## src/rtl/memory_access_unit_pkg.sv

```systemverilog
// Shared constants for the processor slice: default widths, control-unit
// state codes and the memory access unit state codes.
package memory_access_unit_pkg;

    // Default datapath and address width of the processor.
    localparam int WORD_DEFAULT     = 16;
    // Default number of ACCESS cycles before an access is abandoned.
    localparam int MAX_WAIT_DEFAULT = 8;

    // Control-unit sequencing states.
    typedef enum logic [2:0] {
        CU_FETCH     = 3'd0,
        CU_DECODE    = 3'd1,
        CU_EXECUTE   = 3'd2,
        CU_MEMORY    = 3'd3,
        CU_WRITEBACK = 3'd4
    } cu_state_e;

    // Memory access unit states.
    typedef enum logic [1:0] {
        IDLE   = 2'd0,
        ACCESS = 2'd1,
        DONE   = 2'd2
    } mau_state_e;

endpackage

```

## src/rtl/memory_access_unit_mem_wait_counter.sv

```systemverilog
// Wait-cycle counter for the memory access unit. Cleared outside ACCESS,
// counts ACCESS cycles, and flags the last allowed cycle (MAX_WAIT-1).
module memory_access_unit_mem_wait_counter #(
    parameter int MAX_WAIT = 8,
    parameter int CW       = $clog2(MAX_WAIT + 1)
) (
    input  logic clk,
    input  logic reset_n,
    input  logic clear,
    input  logic en,
    output logic tc
);

    logic [CW-1:0] count;

    // Count enabled cycles; reset and clear both return to zero.
    always_ff @(posedge clk) begin
        if (!reset_n || clear) begin
            count <= '0;
        end else if (en) begin
            count <= count + CW'(1);
        end
    end

    assign tc = (count == CW'(MAX_WAIT - 1));

endmodule

```

## src/rtl/memory_access_unit.sv

```systemverilog
// Memory access unit: turns a single-cycle read/write request from the
// control unit into a held memory strobe, waits for mem_ready (bounded by
// MAX_WAIT cycles), captures read data into ir or mdr, and reports done/err.
//
// Request handshake: the control unit raises exactly one of req_read or
// req_write and holds it until done. The request is accepted on the first
// rising edge where the unit is IDLE; while busy the request lines are not
// looked at. On the memory side, the strobe stays high with a stable address
// and write data until mem_ready is sampled high (or the wait budget runs out).
module memory_access_unit
    import memory_access_unit_pkg::*;
#(
    parameter int WORD     = WORD_DEFAULT,
    parameter int MAX_WAIT = MAX_WAIT_DEFAULT
) (
    input  logic            clk,
    input  logic            reset_n,
    input  logic            req_read,
    input  logic            req_write,
    input  logic            i_or_d,
    input  logic [WORD-1:0] pc_addr,
    input  logic [WORD-1:0] alu_addr,
    input  logic [WORD-1:0] wr_data,
    output logic [WORD-1:0] mem_addr,
    output logic [WORD-1:0] mem_wdata,
    output logic            mem_read,
    output logic            mem_write,
    input  logic [WORD-1:0] mem_rdata,
    input  logic            mem_ready,
    output logic [WORD-1:0] ir,
    output logic [WORD-1:0] mdr,
    output logic            busy,
    output logic            done,
    output logic            err,
    output logic [WORD-1:0] fetch_count,
    output logic [1:0]      dbg_state
);

    mau_state_e state, state_next;

    logic is_write;      // latched request type
    logic is_data;       // latched i_or_d
    logic timeout;       // access ended without mem_ready
    logic conflict_err;  // both requests seen together in IDLE
    logic wait_tc;

    logic start, conflict, capture, expire;

    assign start    = (state == IDLE)   && (req_read ^ req_write);
    assign conflict = (state == IDLE)   && req_read && req_write;
    assign capture  = (state == ACCESS) && mem_ready;
    assign expire   = (state == ACCESS) && !mem_ready && wait_tc;

    assign dbg_state = state;

    memory_access_unit_mem_wait_counter #(
        .MAX_WAIT (MAX_WAIT)
    ) u_mem_wait_counter (
        .clk     (clk),
        .reset_n (reset_n),
        .clear   (state != ACCESS),
        .en      (state == ACCESS),
        .tc      (wait_tc)
    );

    // State register.
    always_ff @(posedge clk) begin
        if (!reset_n) begin
            state <= IDLE;
        end else begin
            state <= state_next;
        end
    end

    // Next-state and strobe/status decode; strobes exist only in ACCESS so
    // they can never overlap and drop as soon as the state leaves ACCESS.
    always_comb begin
        state_next = state;
        mem_read   = 1'b0;
        mem_write  = 1'b0;
        busy       = 1'b0;
        done       = 1'b0;
        err        = conflict_err;
        case (state)
            IDLE: begin
                if (start) state_next = ACCESS;
            end
            ACCESS: begin
                busy      = 1'b1;
                mem_read  = !is_write;
                mem_write = is_write;
                if (mem_ready || wait_tc) state_next = DONE;
            end
            DONE: begin
                busy       = 1'b1;
                done       = 1'b1;
                err        = conflict_err | timeout;
                state_next = IDLE;
            end
            default: state_next = IDLE;
        endcase
    end

    // Request latching, read-data capture, fetch counting and error flags.
    always_ff @(posedge clk) begin
        if (!reset_n) begin
            mem_addr     <= '0;
            mem_wdata    <= '0;
            is_write     <= 1'b0;
            is_data      <= 1'b0;
            timeout      <= 1'b0;
            conflict_err <= 1'b0;
            ir           <= '0;
            mdr          <= '0;
            fetch_count  <= '0;
        end else begin
            conflict_err <= conflict;
            if (start) begin
                mem_addr  <= i_or_d ? alu_addr : pc_addr;
                mem_wdata <= wr_data;
                is_write  <= req_write;
                is_data   <= i_or_d;
                timeout   <= 1'b0;
            end
            if (capture && !is_write) begin
                if (is_data) begin
                    mdr <= mem_rdata;
                end else begin
                    ir          <= mem_rdata;
                    fetch_count <= fetch_count + WORD'(1);
                end
            end
            if (expire) begin
                timeout <= 1'b1;
            end
        end
    end

endmodule
```

## config.mk

```make
export PLATFORM = sky130hd
export DESIGN_NAME = memory_access_unit
export DESIGN_NICKNAME = d
export VERILOG_FILES = /design/src/rtl/memory_access_unit_pkg.sv /design/src/rtl/memory_access_unit_mem_wait_counter.sv /design/src/rtl/memory_access_unit.sv
export SDC_FILE = /design/constraint.sdc
export NUM_CORES = 1
export LEC_CHECK = 0
export CAP_MARGIN = 10
export CORE_MARGIN = 1.5
export CORE_UTILIZATION = 35
export CTS_CLUSTER_SIZE = 14
export DETAILED_ROUTE_END_ITERATION = 10
export PLACE_DENSITY = 0.68
export SLEW_MARGIN = 5
export SYNTH_ARGS = -nofsm -noshare
export SYNTH_HDL_FRONTEND = slang
export SYNTH_HIERARCHICAL = 1
export SYNTH_SLANG_ARGS = --single-unit
export TNS_END_PERCENT = 30
```

## constraint.sdc

```tcl
create_clock -name clk -period 2.18 [get_ports clk]
set_input_delay 0.327 -clock clk [delete_from_list [all_inputs] [get_ports clk]]
set_output_delay 0.327 -clock clk [all_outputs]
set_load 0.05 [all_outputs]
```

# ---- Word level (Yosys, flattened, before mapping)
# Index checks and enable logic that the tools add are counted.
# Widths: inputs -> output; s select.
dict set report word_totals {
  reg_bits 90
  latch_bits 0
  mem_bits_rw 0
  romBits 0
  inputBits 70
  out_inout_bits 87
  n_memories 0
}
dict set report classes {
  addsub 2
  multipliers 0
  div_mod_pow 0
  n_lt_le_gt_ge 0
  n_eq_ne 6
  shift 0
  mux 11
  bitwise_logic 3
  n_reduce_logical 18
}
# operator n
set ops {}
lappend ops {{$add 16x1->16 const B} 1}
lappend ops {{$mux 16} 1}
lappend ops {{$logic_and 1x1->1} 7}
lappend ops {{$mux 1} 7}
lappend ops {{$reduce_and 2->1} 3}
lappend ops {{$add 4x1->4 const B} 1}
lappend ops {{$eq 4x3->1 const B} 1}
lappend ops {{$mux 2} 2}
lappend ops {{$ne 2x2->1 const B} 2}
lappend ops {{$pmux 2 s2} 1}
lappend ops {{$logic_not 1->1} 3}
lappend ops {{$eq 2x1->1 const B} 1}
lappend ops {{$eq 2x2->1 const B} 1}
lappend ops {{$logic_not 2->1} 1}
lappend ops {{$logic_or 1x1->1} 2}
lappend ops {{$ne 2x1->1 const B} 1}
lappend ops {{$reduce_bool 2->1} 1}
lappend ops {{$reduce_or 2->1} 1}
lappend ops {{$not 1->1} 1}
lappend ops {{$or 1x1->1} 1}
lappend ops {{$xor 1x1->1} 1}

# ---- Depth between registers and ports, before layout
dict set report depth {
  depth_word 4
  ltp_mapped 8
}

# ---- Cells and area by module
# Netlist, hierarchy kept.
# module instances cells_per_inst area_per_inst_um2
set modules_own_cells {}
lappend modules_own_cells {memory_access_unit 1 409 3602.2}
lappend modules_own_cells {memory_access_unit_mem_wait_counter 1 19 188.9}

# ---- Worst setup path before layout
# OpenSTA, ideal clock, no wires.
dict set report synth_timing {
  path_kind {flip-flop to flip-flop}
  from {reg state[0] (netlist: dbg_state[0])}
  to {reg mdr[10]}
  setup_ns 0.076
  arrival_time_ns 2.794
  required_ns 2.104
  slack_ns -0.690
  path_stages_with_launch 8
  path_buffers 2
  cell_sequence {dfxtp_1 -> ha_1 -> nor2b_1 -> and3_1 -> clkbuf_1 -> clkbuf_1 -> nand2_1 -> a21boi_0}
}
dict set report synth_via {
  elab_chain_len 4
}
# item line
set synth_rtl {}
lappend synth_rtl {{start: declaration} memory_access_unit.sv:39} ;# mau_state_e state, state_next;
lappend synth_rtl {{start signal: assignment} memory_access_unit.sv:71} ;# state <= state_next;
lappend synth_rtl {{$eq 2x1->1} memory_access_unit.sv:51} ;# assign capture = (state == ACCESS) && mem_ready;
lappend synth_rtl {{$logic_and 1x1->1} memory_access_unit.sv:51}
lappend synth_rtl {{$logic_and 1x1->1} memory_access_unit.sv:125} ;# if (capture && !is_write) begin
lappend synth_rtl {{$reduce_and 2->1 (no line)} --}
lappend synth_rtl {{end signal: assignment} memory_access_unit.sv:127} ;# mdr <= mem_rdata;
lappend synth_rtl {{end: declaration} memory_access_unit.sv:31} ;# output logic [WORD-1:0] mdr,
# Every way passes these cells.
# A chain may end at the register's enable or synchronous reset.

# ---- Final worst setup path
dict set report layout_timing {
  from {reg fetch_count[6]}
  to {out fetch_count[6]}
}
# item line
set layout_lines {}
lappend layout_lines {{start: declaration} memory_access_unit.sv:35} ;# output logic [WORD-1:0] fetch_count,
lappend layout_lines {{start signal: assignment} memory_access_unit.sv:130} ;# fetch_count <= fetch_count + WORD'(1);
# No word-level cell between the ends.

==> key figures <==
Run status
  • Status: finished clean

Timing
  • Slew HR: 61.8%
  • Max-slew violations: 0
  • Setup-failing EPs final: 0
  • FMAX: 509 MHz
  • Worst-Margin Slew: 571 ps
  • Post-route minimum period: a little under 2000 ps
  • Setup tns final: 0 ps
  • RSZ-0062 raised after global routing: false
  • Final Cycle Share: 90.1%
  • Final hold vios: 0
  • Clk_skew: between 8 and 9 ps

Worst setup path
  • Slowest cell on the critical path: clkdlybuf4s50_1
  • Worst r2r dst: fetch_count[14]
  • Reg2Reg Depth: 6
  • Worst setup EP type: primary output
  • Crit path from: fetch_count[6]
  • Crit path DAT: 1640 ps
  • WS Path Type: reg -> out
  • Worst reg-to-reg setup slack: 330 ps
  • CP startpoint kind: flop
  • Buf+Inv Stages, Crit Path: 1
  • Worst path cell trace: clkdlybuf4s50_1
  • Maximum fanout along the worst path: 6
  • Setup crit end: fetch_count[6]
  • CP top delay family: buffers and inverters
  • Reg-to-Reg Start: dbg_state[1]
  • CP Data Required Time: 1850 ps
  • Slowest stage delay, CP: around 850 ps
  • Critical path depth: 1

Power and ir drop
  • Cell area power density: between 700 and 800 nW/µm²
  • Switching power: 1.35 mW
  • Leak: between 2 and 2.5 nW
  • Power share of the combinational group: 29.1%
  • Net Sw Frac: about a third
  • Cell-internal power: 2.79 mW
  • Power, Total: 4.13 mW
  • Worst VDD drop: slightly above 0.4 mV
  • Part of the power in registers: 44.1%
  • Clk pwr share: 26.9%

Routing
  • Via/cell ratio: 4.75
  • Final ANT Viol Nets: 0
  • Via count: 3,424
  • Wire per inst: 13.3 µm
  • DRC Markers: 0
  • Initial DRC count: 95
  • WL final: 9580 µm
  • DRT Pass-1 Iters: 4

Placement
  • GP Congestion: 0.735
  • Port buffer count: between 150 and 200
  • DP Wirelength: 7200 µm

Clock network
  • CTS Buf Count: 9
  • Post-CTS Repair Setup Buffers: 0
  • # hold bufs at CTS: 0
  • CTS resizes: 0
  • H-tree depth: 3
  • Worst-Skew Late Latency: roughly 340 ps
  • Root buffer cell: clkbuf_8
  • Clk slew on worst S/H paths: 90 ps
  • CTS tree: yes
  • Buffer depth of the longest clock path: 2
  • CTS Sinks: 90

Yosys
  • Area contributors post-synth: dfxtp_1 48%, nand2_1 13%, a21boi_0 9.9%, mux2i_1 6.1%, o211a_1 4.5%
  • Warnings, synthesis: 6
  • Most frequent cell after synthesis: nand2_1
  • Synth area leader: dfxtp_1
  • Commonest register cell after synthesis: dfxtp_1
  • Cell count after synthesis: ~430
  • Sequential share of the synthesized area: between 40% and 50%
  • Netlist cell types: 39
  • Mean Syn Cell Area: 8.86 µm²
  • Top post-synthesis cells by count: 130 x nand2_1, 90 x dfxtp_1, 50 x a21boi_0, 23 x mux2i_1, 21 x clkbuf_1
  • Mapped Area: 3790 µm²
  • Post-synth EDFFs: 0
  • Post-synth net total: 504
  • Seq cells post-synth: 90
  • Area share of the largest cell type after synthesis: between 40% and 50%
  • Synth async-reset ratio: 0%

Layout
  • Area grow syn2layout: 51.3%
  • Inserted Diodes: 0
  • Fill count: 954
  • Layout Nets: 657
  • Share of cells above drive strength 1: between 6 and 7%

Global routing
  • Initial antenna violation count: 0
  • Vias in the first global route: 3,352
  • Largest net degree at the start of global routing: 50
  • Gr usage total: 16.9%
  • Remaining global-route overflow: 0
  • First-pass GRT wire length: 15,600 µm

Die
  • I/O Pins: about 160
  • Starting Density: 36.4%
  • Die width: 107 µm
  • Core area: 10,400 µm²
  • Die height: between 100 and 150 µm
  • Rows: 37
  • Die ar.: 11,500 µm²

Min path
  • Hold Path Class: in -> reg
  • Hold path startpoint: reset_n

Run
  • Max-cap violations: 0
power by group through the flow:
stage / Combinational (mW) / Clock (mW) / Sequential, mW
2_1_floorplan: 0.374 / 0 / 2.22
3_3_place_gp: 1.20 / 0 / 1.85
3_5_place_dp: 1.21 / 0 / 1.86
4_1_cts: 1.22 / 1.16 / 1.82
5_1_grt: 1.29 / 1.22 / 1.84
6_report: 1.20 / 1.11 / 1.82
metrics by stage:
stage	cell area (µm²)	setup WS, ps	hold slack, ps	util (%)	cells
6_report	5730	215	386	55.1	721
5_1_grt	5730	90.0	387	55.1	721
4_1_cts	5730	181	361	55.1	721
3_5_place_dp	5540	137	450	53.2	706
3_3_place_gp	5540	138	448	53.2	706
2_1_floorplan	3800	48.6	441	-	428
placed cells by master (no fill, tap or decap), drive strengths merged, types with 3 or more instances in the layout:
master	Yosys	layout
mux2i	23	23
a21boi	53	53
xor2	3	3
ha	6	6
inv	5	5
nand2	130	130
clkinvlp	0	3
nand2b	4	4
and2	10	10
o211a	17	17
nor4	4	4
nand3	7	7
nor2	7	7
nand4	5	5
clkbuf	22	11
o21ai	3	3
dfxtp	90	90
xnor2	8	8
buf	6	20
nor2b	4	4
clkdlybuf4s50	0	150
how the worst min path moves through the flow:
stage                               to  slack (ps)  cells after the start
after floorplan           conflict_err         440                      2
after global placement         mdr[15]         450                      2
after detailed placement        mdr[6]         450                      2
after CTS                  mem_addr[5]         360                      2
after global routing       mem_addr[5]         390                      2
final                      mem_addr[8]         390                      2
cells by family after synthesis:
group / after synthesis / synth area share, %
AOI/OAI and AO/OA: 81 / 17.0
xor gates and xnor gates: 11 / 2.54
adders and majority gates: 6 / 1.98
buffers and inverters: 33 / 3.40
DFF: 90 / 47.5
muxes: 23 / 6.07
and+or+nand+nor: 184 / 21.5
state kept, by name (all words and copies together), names as in the netlist, 2 cells and up:
| register | count |
|---|---|
| fetch_count | 16 |
| mdr | 16 |
| u_mem_wait_counter/count | 4 |
| mem_addr | 16 |
| dbg_state | 2 |
| mem_wdata | 16 |
| ir | 16 |
layer usage:
metal | track usage, % | vias to the layer above | wire length, µm
met5 | 0 | - | 0
met2 | 27.5 | 135 | 4260
li1 | - | 1735 | -
met4 | 6.10 | 0 | 120
met3 | 6.08 | 11 | 949
met1 | 20.4 | 1543 | 4250
final cells by class:
cell class	instances	area [µm²]	share of cell area [%]
Multi-Input combinational cell	305	1890	32.9
Sequential cell	90	1800	31.5
Timing Repair Buffer	170	1660	29.0
Tap cell	136	170	2.97
Clock buffer	11	141	2.47
Clock inverter	4	52.6	0.916
Inverter	5	18.8	0.327
Note: power is estimated with default switching activity, not from simulation.
